<file path="config.mk">
export PLATFORM = sky130hd
export DESIGN_NAME = axis_write_data
export DESIGN_NICKNAME = d
export VERILOG_FILES = /design/src/rtl/axis_write_data.sv
export SDC_FILE = /design/constraint.sdc
export NUM_CORES = 2
export LEC_CHECK = 0
export BUFFER_PORTS_ARGS = -buffer_cell sky130_fd_sc_hd__buf_2
export CAP_MARGIN = 20
export CORE_UTILIZATION = 30
export CTS_CLUSTER_DIAMETER = 100
export CTS_CLUSTER_SIZE = 14
export DETAILED_ROUTE_END_ITERATION = 10
export GPL_TIMING_DRIVEN = 0
export SYNTH_ARGS = -nofsm -noshare
export SYNTH_HDL_FRONTEND = slang
export SYNTH_MEMORY_MAX_BITS = 65536
export SYNTH_SLANG_ARGS = --single-unit
</file>
<file path="constraint.sdc">
create_clock -name clk -period 56.7 [get_ports clk]
set_input_delay 5.67 -clock clk [delete_from_list [all_inputs] [get_ports clk]]
set_output_delay 5.67 -clock clk [all_outputs]
set_load 0.03 [all_outputs]
</file>
<file path="src/rtl/axis_write_data.sv">
// Packs a narrow word stream into wide AXI W beats through a small beat FIFO.
// Optional define AXIS_WRITE_DATA_STRB_EN: strobes cover only the filled lanes of each beat.
module axis_write_data #(
  parameter int BUF_AWIDTH     = 4,
  parameter int CONFIG_DWIDTH  = 32,
  parameter int WIDTH_RATIO    = 8,
  parameter int AXI_DATA_WIDTH = 256,
  parameter int DATA_WIDTH     = 32,
  parameter int BURST_BEATS    = 16
) (
  input  logic                        clk,
  input  logic                        rst,
  input  logic [CONFIG_DWIDTH-1:0]    cfg_length,
  input  logic                        cfg_valid,
  output logic                        cfg_ready,
  input  logic [DATA_WIDTH-1:0]       data,
  input  logic                        valid,
  output logic                        ready,
  output logic [AXI_DATA_WIDTH-1:0]   axi_wdata,
  output logic [AXI_DATA_WIDTH/8-1:0] axi_wstrb,
  output logic                        axi_wlast,
  output logic                        axi_wvalid,
  input  logic                        axi_wready
);

  localparam int DEPTH  = 1 << BUF_AWIDTH;
  localparam int STRB_W = AXI_DATA_WIDTH / 8;
  localparam int LANE_B = DATA_WIDTH / 8;
  localparam int FIFO_W = AXI_DATA_WIDTH + STRB_W + 1;

  typedef enum logic [1:0] {IDLE, ACTIVE, DRAIN} state_t;
  state_t state, state_nxt;

  logic [CONFIG_DWIDTH-1:0]  len_q, word_cnt, beat_cnt, lane;
  logic [AXI_DATA_WIDTH-1:0] pack_q, pack_nxt;
  logic [FIFO_W-1:0]         mem [DEPTH];
  logic [BUF_AWIDTH-1:0]     wr_ptr, rd_ptr;
  logic [BUF_AWIDTH:0]       count;
  logic [STRB_W-1:0]         beat_strb;
  logic cfg_acc, word_acc, last_word, beat_done, beat_last;
  logic fifo_wr, fifo_rd, fifo_full, fifo_empty;

`ifdef AXIS_WRITE_DATA_STRB_EN
  function automatic logic [STRB_W-1:0] lane_strb(input logic [CONFIG_DWIDTH-1:0] top_lane);
    logic [STRB_W-1:0] s;
    s = '0;
    for (int i = 0; i < WIDTH_RATIO; i++)
      if (CONFIG_DWIDTH'(i) <= top_lane) s[i*LANE_B +: LANE_B] = '1;
    return s;
  endfunction
  assign beat_strb = lane_strb(lane);
`else
  assign beat_strb = '1;
`endif

  assign cfg_acc    = cfg_valid & cfg_ready;
  assign word_acc   = valid & ready;
  assign lane       = word_cnt % CONFIG_DWIDTH'(WIDTH_RATIO);
  assign last_word  = (word_cnt == len_q - CONFIG_DWIDTH'(1));
  assign beat_done  = (lane == CONFIG_DWIDTH'(WIDTH_RATIO - 1)) | last_word;
  assign beat_last  = last_word |
                      ((beat_cnt % CONFIG_DWIDTH'(BURST_BEATS)) == CONFIG_DWIDTH'(BURST_BEATS - 1));
  assign fifo_wr    = word_acc & beat_done;
  assign fifo_full  = (count == (BUF_AWIDTH+1)'(DEPTH));
  assign fifo_empty = (count == '0);
  assign fifo_rd    = axi_wvalid & axi_wready;

  // FIFO head drives the W channel directly; outputs read as zero while empty
  assign axi_wvalid = ~fifo_empty;
  assign {axi_wdata, axi_wstrb, axi_wlast} = axi_wvalid ? mem[rd_ptr] : '0;

  always_comb begin
    pack_nxt = pack_q;
    for (int i = 0; i < WIDTH_RATIO; i++)
      if (lane == CONFIG_DWIDTH'(i)) pack_nxt[i*DATA_WIDTH +: DATA_WIDTH] = data;
  end

  always_ff @(posedge clk) begin
    if (rst) state <= IDLE;
    else     state <= state_nxt;
  end

  always_comb begin
    state_nxt = state;
    case (state)
      IDLE:    if (cfg_acc && cfg_length != '0) state_nxt = ACTIVE;
      ACTIVE:  if (word_acc && last_word)       state_nxt = DRAIN;
      DRAIN:   if (fifo_empty)                  state_nxt = IDLE;
      default: state_nxt = IDLE;
    endcase
  end

  always_comb begin
    cfg_ready = (state == IDLE) & ~rst;
    ready     = (state == ACTIVE) & ~fifo_full & ~rst;
  end

  always_ff @(posedge clk) begin
    if (rst) begin
      len_q    <= '0;
      word_cnt <= '0;
      beat_cnt <= '0;
      pack_q   <= '0;
      wr_ptr   <= '0;
      rd_ptr   <= '0;
      count    <= '0;
    end else begin
      if (cfg_acc) begin
        len_q    <= cfg_length;
        word_cnt <= '0;
        beat_cnt <= '0;
        pack_q   <= '0;
      end
      if (word_acc) begin
        word_cnt <= word_cnt + CONFIG_DWIDTH'(1);
        pack_q   <= beat_done ? '0 : pack_nxt;
      end
      if (fifo_wr) begin
        beat_cnt <= beat_cnt + CONFIG_DWIDTH'(1);
        wr_ptr   <= wr_ptr + BUF_AWIDTH'(1);
      end
      if (fifo_rd) rd_ptr <= rd_ptr + BUF_AWIDTH'(1);
      count <= count + (BUF_AWIDTH+1)'(fifo_wr) - (BUF_AWIDTH+1)'(fifo_rd);
    end
  end

  always_ff @(posedge clk) begin
    if (fifo_wr) mem[wr_ptr] <= {pack_nxt, beat_strb, beat_last};
  end

endmodule

</file>
==> metrics <==
reg2reg path depth=17; hpwl dp=between 300,000 and 400,000 um; global route total overflow=0; Yosys cell types=70; initial antenna violation count=87; commonest non-fill, non-tap cells in the layout=edfxtp_1 (4,112), mux4_2 (1,285), clkbuf_1 (513); clock share of power=0.306; GRT Resource Usage Total=0.1729; Period Utilization, post-route=0.2272; Synth Warn #=0; largest net degree at the start of global routing=31; critical path required time=51,030 ps; vias in the first global route=88,210; Port Buffers=between 300 and 400; Clock transition at path regs=approximately 60 ps; RSZ-0062 raised after global routing=false; GP Congestion=about 0.8; CTS Buf Count=between 300 and 400; final setup vio count=0; Area growth syn-to-layout=17.28%; crit path to=ready; synthesized area=0.1719 sq mm; hold slack=455.7 ps; Hold Crit Class=reg2reg; Worst Setup Start Kind=input pin; CTS Sinks=roughly 4,500; CTS tree=done; actual slew at the worst max-slew pin=1343 ps; CTS resizes=0; number of I/O pins=361; Starting DRT DRC Count=roughly 13,000; vias per cell=around 5.2; # Post-CTS Setup Buffers=0; Pwr Density=38.25 mW/mm^2; Worst Setup End Kind=output pin; Syn Nets=7,869; sequential cell fraction of total power=0.461; Tot Pwr=just under 8000 uW; Leakage=between 0.05 and 0.06 uW; Worst VDD drop=~0.034 mV; Async SR Flop Fraction=0; CP bufs+invs=2; crit-path leading delay family=simple AND/OR/NAND/NOR gates; core area=~0.57 sq mm; first-pass GRT wire length=701,600 um; worst-skew pair later-pin latency=between 1000 and 1500 ps; design area=slightly above 0.2 sq mm; Max Cap Viol=0; Worst setup startpoint=rst; met2 WL=around 250,000 um; top_reg_cell synth=edfxtp_1; Die Ht=about 760 um; ANT nets after route=0; Clock Skews=about 54 ps; share of layout cells above drive strength 1=0.3121; DRC=0; count of final hold-check violations=0; post-route setup TNS=0 ps; Routed WL=512,000 um; Post-synth EDFFs=approximately 4,000; worst r2r src=len_q[0]; Starting Density=0.3016; DR pass1 iterations=6; Final min period=12,880 ps; Fmax=~0.078 GHz; WP depth=4; FP Rows=around 280; slowest stage delay, CP=roughly 530 ps; max layer used=met5; Die W=758.9 um; FF-to-FF setup slack=approximately 51,000 ps; Placed Instance Area=~0.19 sq mm; root buffer cell=clkbuf_16; CP arrival=just over 7000 ps; Met1 Wirelength=between 150,000 and 200,000 um; die area=roughly 0.58 sq mm; H-tree depth=5; status=finished clean; worst-path fanout max=8; Pint=about 5400 uW; critical path's slowest cell=or3b_2; syn_area_per_cell=between 20 and 25 sq um; Sw Ratio=0.2953; Max Slew Vio Count=0; Comb power frac=0.233; Crit Path Class=in2out; headroom to the max-slew limit=0.1049; CP Cell Sequence=clkbuf_1, or3b_2, a31oi_1, buf_2; Net Switching=between 2000 and 2500 uW; final net count=9,056; Synth Register Bits=4,455; post-synthesis sequential area ratio=0.7584; Routed wire per std cell=30.32 um; Reg2Reg Capture Point=mem[3][234]; hold buffer count at cts=0; Cells after Synth=around 7,800; Bufs on Longest Clock Path=4; commonest non-fill, non-tap cell in the layout=edfxtp_1; Via Count=between 80,000 and 90,000; metal3 WL=slightly above 50,000 um
[metal layers]
| layer | global-route usage | vias up |
|---|---|---|
| met5 | 0 | - |
| met4 | 0.04785 | 14 |
| met3 | 0.03348 | 648 |
| met2 | 0.2875 | 4820 |
| met1 | 0.2319 | 47670 |
| li1 | - | 34970 |
[Yosys cell counts, drive strengths merged (3+ instances only)]
cell | n | area, sq um
nor2b | 8 | 50.05
o21ai | 13 | 65.06
buf | 178 | 854.6
clkbuf | 309 | 1160
and3 | 9 | 56.30
mux2 | 260 | 2928
nor3b | 4 | 30.03
inv | 25 | 93.84
o211ai | 5 | 37.54
or2 | 3 | 18.77
a311oi | 6 | 76.32
o21a | 3 | 22.52
mux4 | 1285 | 28940
mux2i | 6 | 60.06
nand2b | 11 | 68.82
or4 | 4 | 30.03
xnor2 | 32 | 280.3
dfxtp | 343 | 6867
and2 | 294 | 1839
nand4b | 3 | 26.28
nand2 | 112 | 420.4
nor2 | 295 | 1107
or3 | 7 | 43.79
nor3 | 16 | 85.08
xor2 | 21 | 183.9
a31oi | 11 | 68.82
edfxtp | 4112 | 123500
a211oi | 3 | 22.52
a21oi | 60 | 300.3
a22oi | 224 | 1682
o31ai | 4 | 30.03
nand4 | 15 | 100.1
ha | 19 | 237.7
nor4 | 20 | 171.4
and4 | 4 | 35.03
nand3 | 32 | 160.2
[power by group through the flow]
stage / sequential, uW / clock, uW / combinational, uW
4_1_cts: 3550 / 2390 / 1800
2_1_floorplan: 3630 / 0 / 1060
3_3_place_gp: 3630 / 0 / 1740
5_1_grt: 3550 / 2510 / 1900
3_5_place_dp: 3630 / 0 / 1790
6_report: 3550 / 2360 / 1800
[final cells by class]
class                   instances  area [sq um]
plain buffers                 487          2053
clock buffers                 601         10040
multi-input cells            2813         39520
flip-flops and latches       4455        130300
repair buffers                827          9454
fillers                     52120        368200
clock inverters                24         326.6
inverters                      25         93.84
diodes                        121         302.8
well taps                    7533          9425
[how the worst min path moves through the flow]
stage / from / to / slack (ps) / depth (start not counted)
after CTS: pack_q[230] / pack_q[230] / 460 / 1
after global routing: pack_q[230] / pack_q[230] / 470 / 1
after detailed placement: pack_q[230] / pack_q[230] / 440 / 1
final: pack_q[233] / pack_q[233] / 460 / 1
after global placement: pack_q[226] / pack_q[226] / 440 / 1
after floorplan: pack_q[224] / pack_q[224] / 430 / 1
[sequential cells by signal, summed over array words and instances, names as in the netlist, named ones only]
signal / flops
mem: 4112
pack_q: 256
len_q: 32
word_cnt: 32
count: 5
beat_cnt: 4
rd_ptr: 4
wr_ptr: 4
state: 2
[per-stage QoR]
stage	worst slack (ps)	utilization	std cells
final	43820	0.3538	16890
after global routing	43780	0.3534	16820
after CTS	43870	0.3515	16700
after detailed placement	43870	0.3333	16070
after global placement	4274	0.3213	15670
after floorplan	30300	-	7780
[logic make-up (layout without fill, tap and decap cells)]
logic type               Yosys count  after routing  share of synthesized area
AO/OA/AOI/OAI                    345            345                    0.01428
other                              0            121                          0
buffers and inverters            512           1964                    0.01227
multiplexers                    1551           1551                     0.1858
flip-flops                      4455           4455                     0.7584
adder cells (fa/ha/maj)           20             20                   0.001500
AND/OR/NAND/NOR                  844            844                    0.02504
XOR/XNOR                          53             53                   0.002701
(Power assumes the default switching activity.)
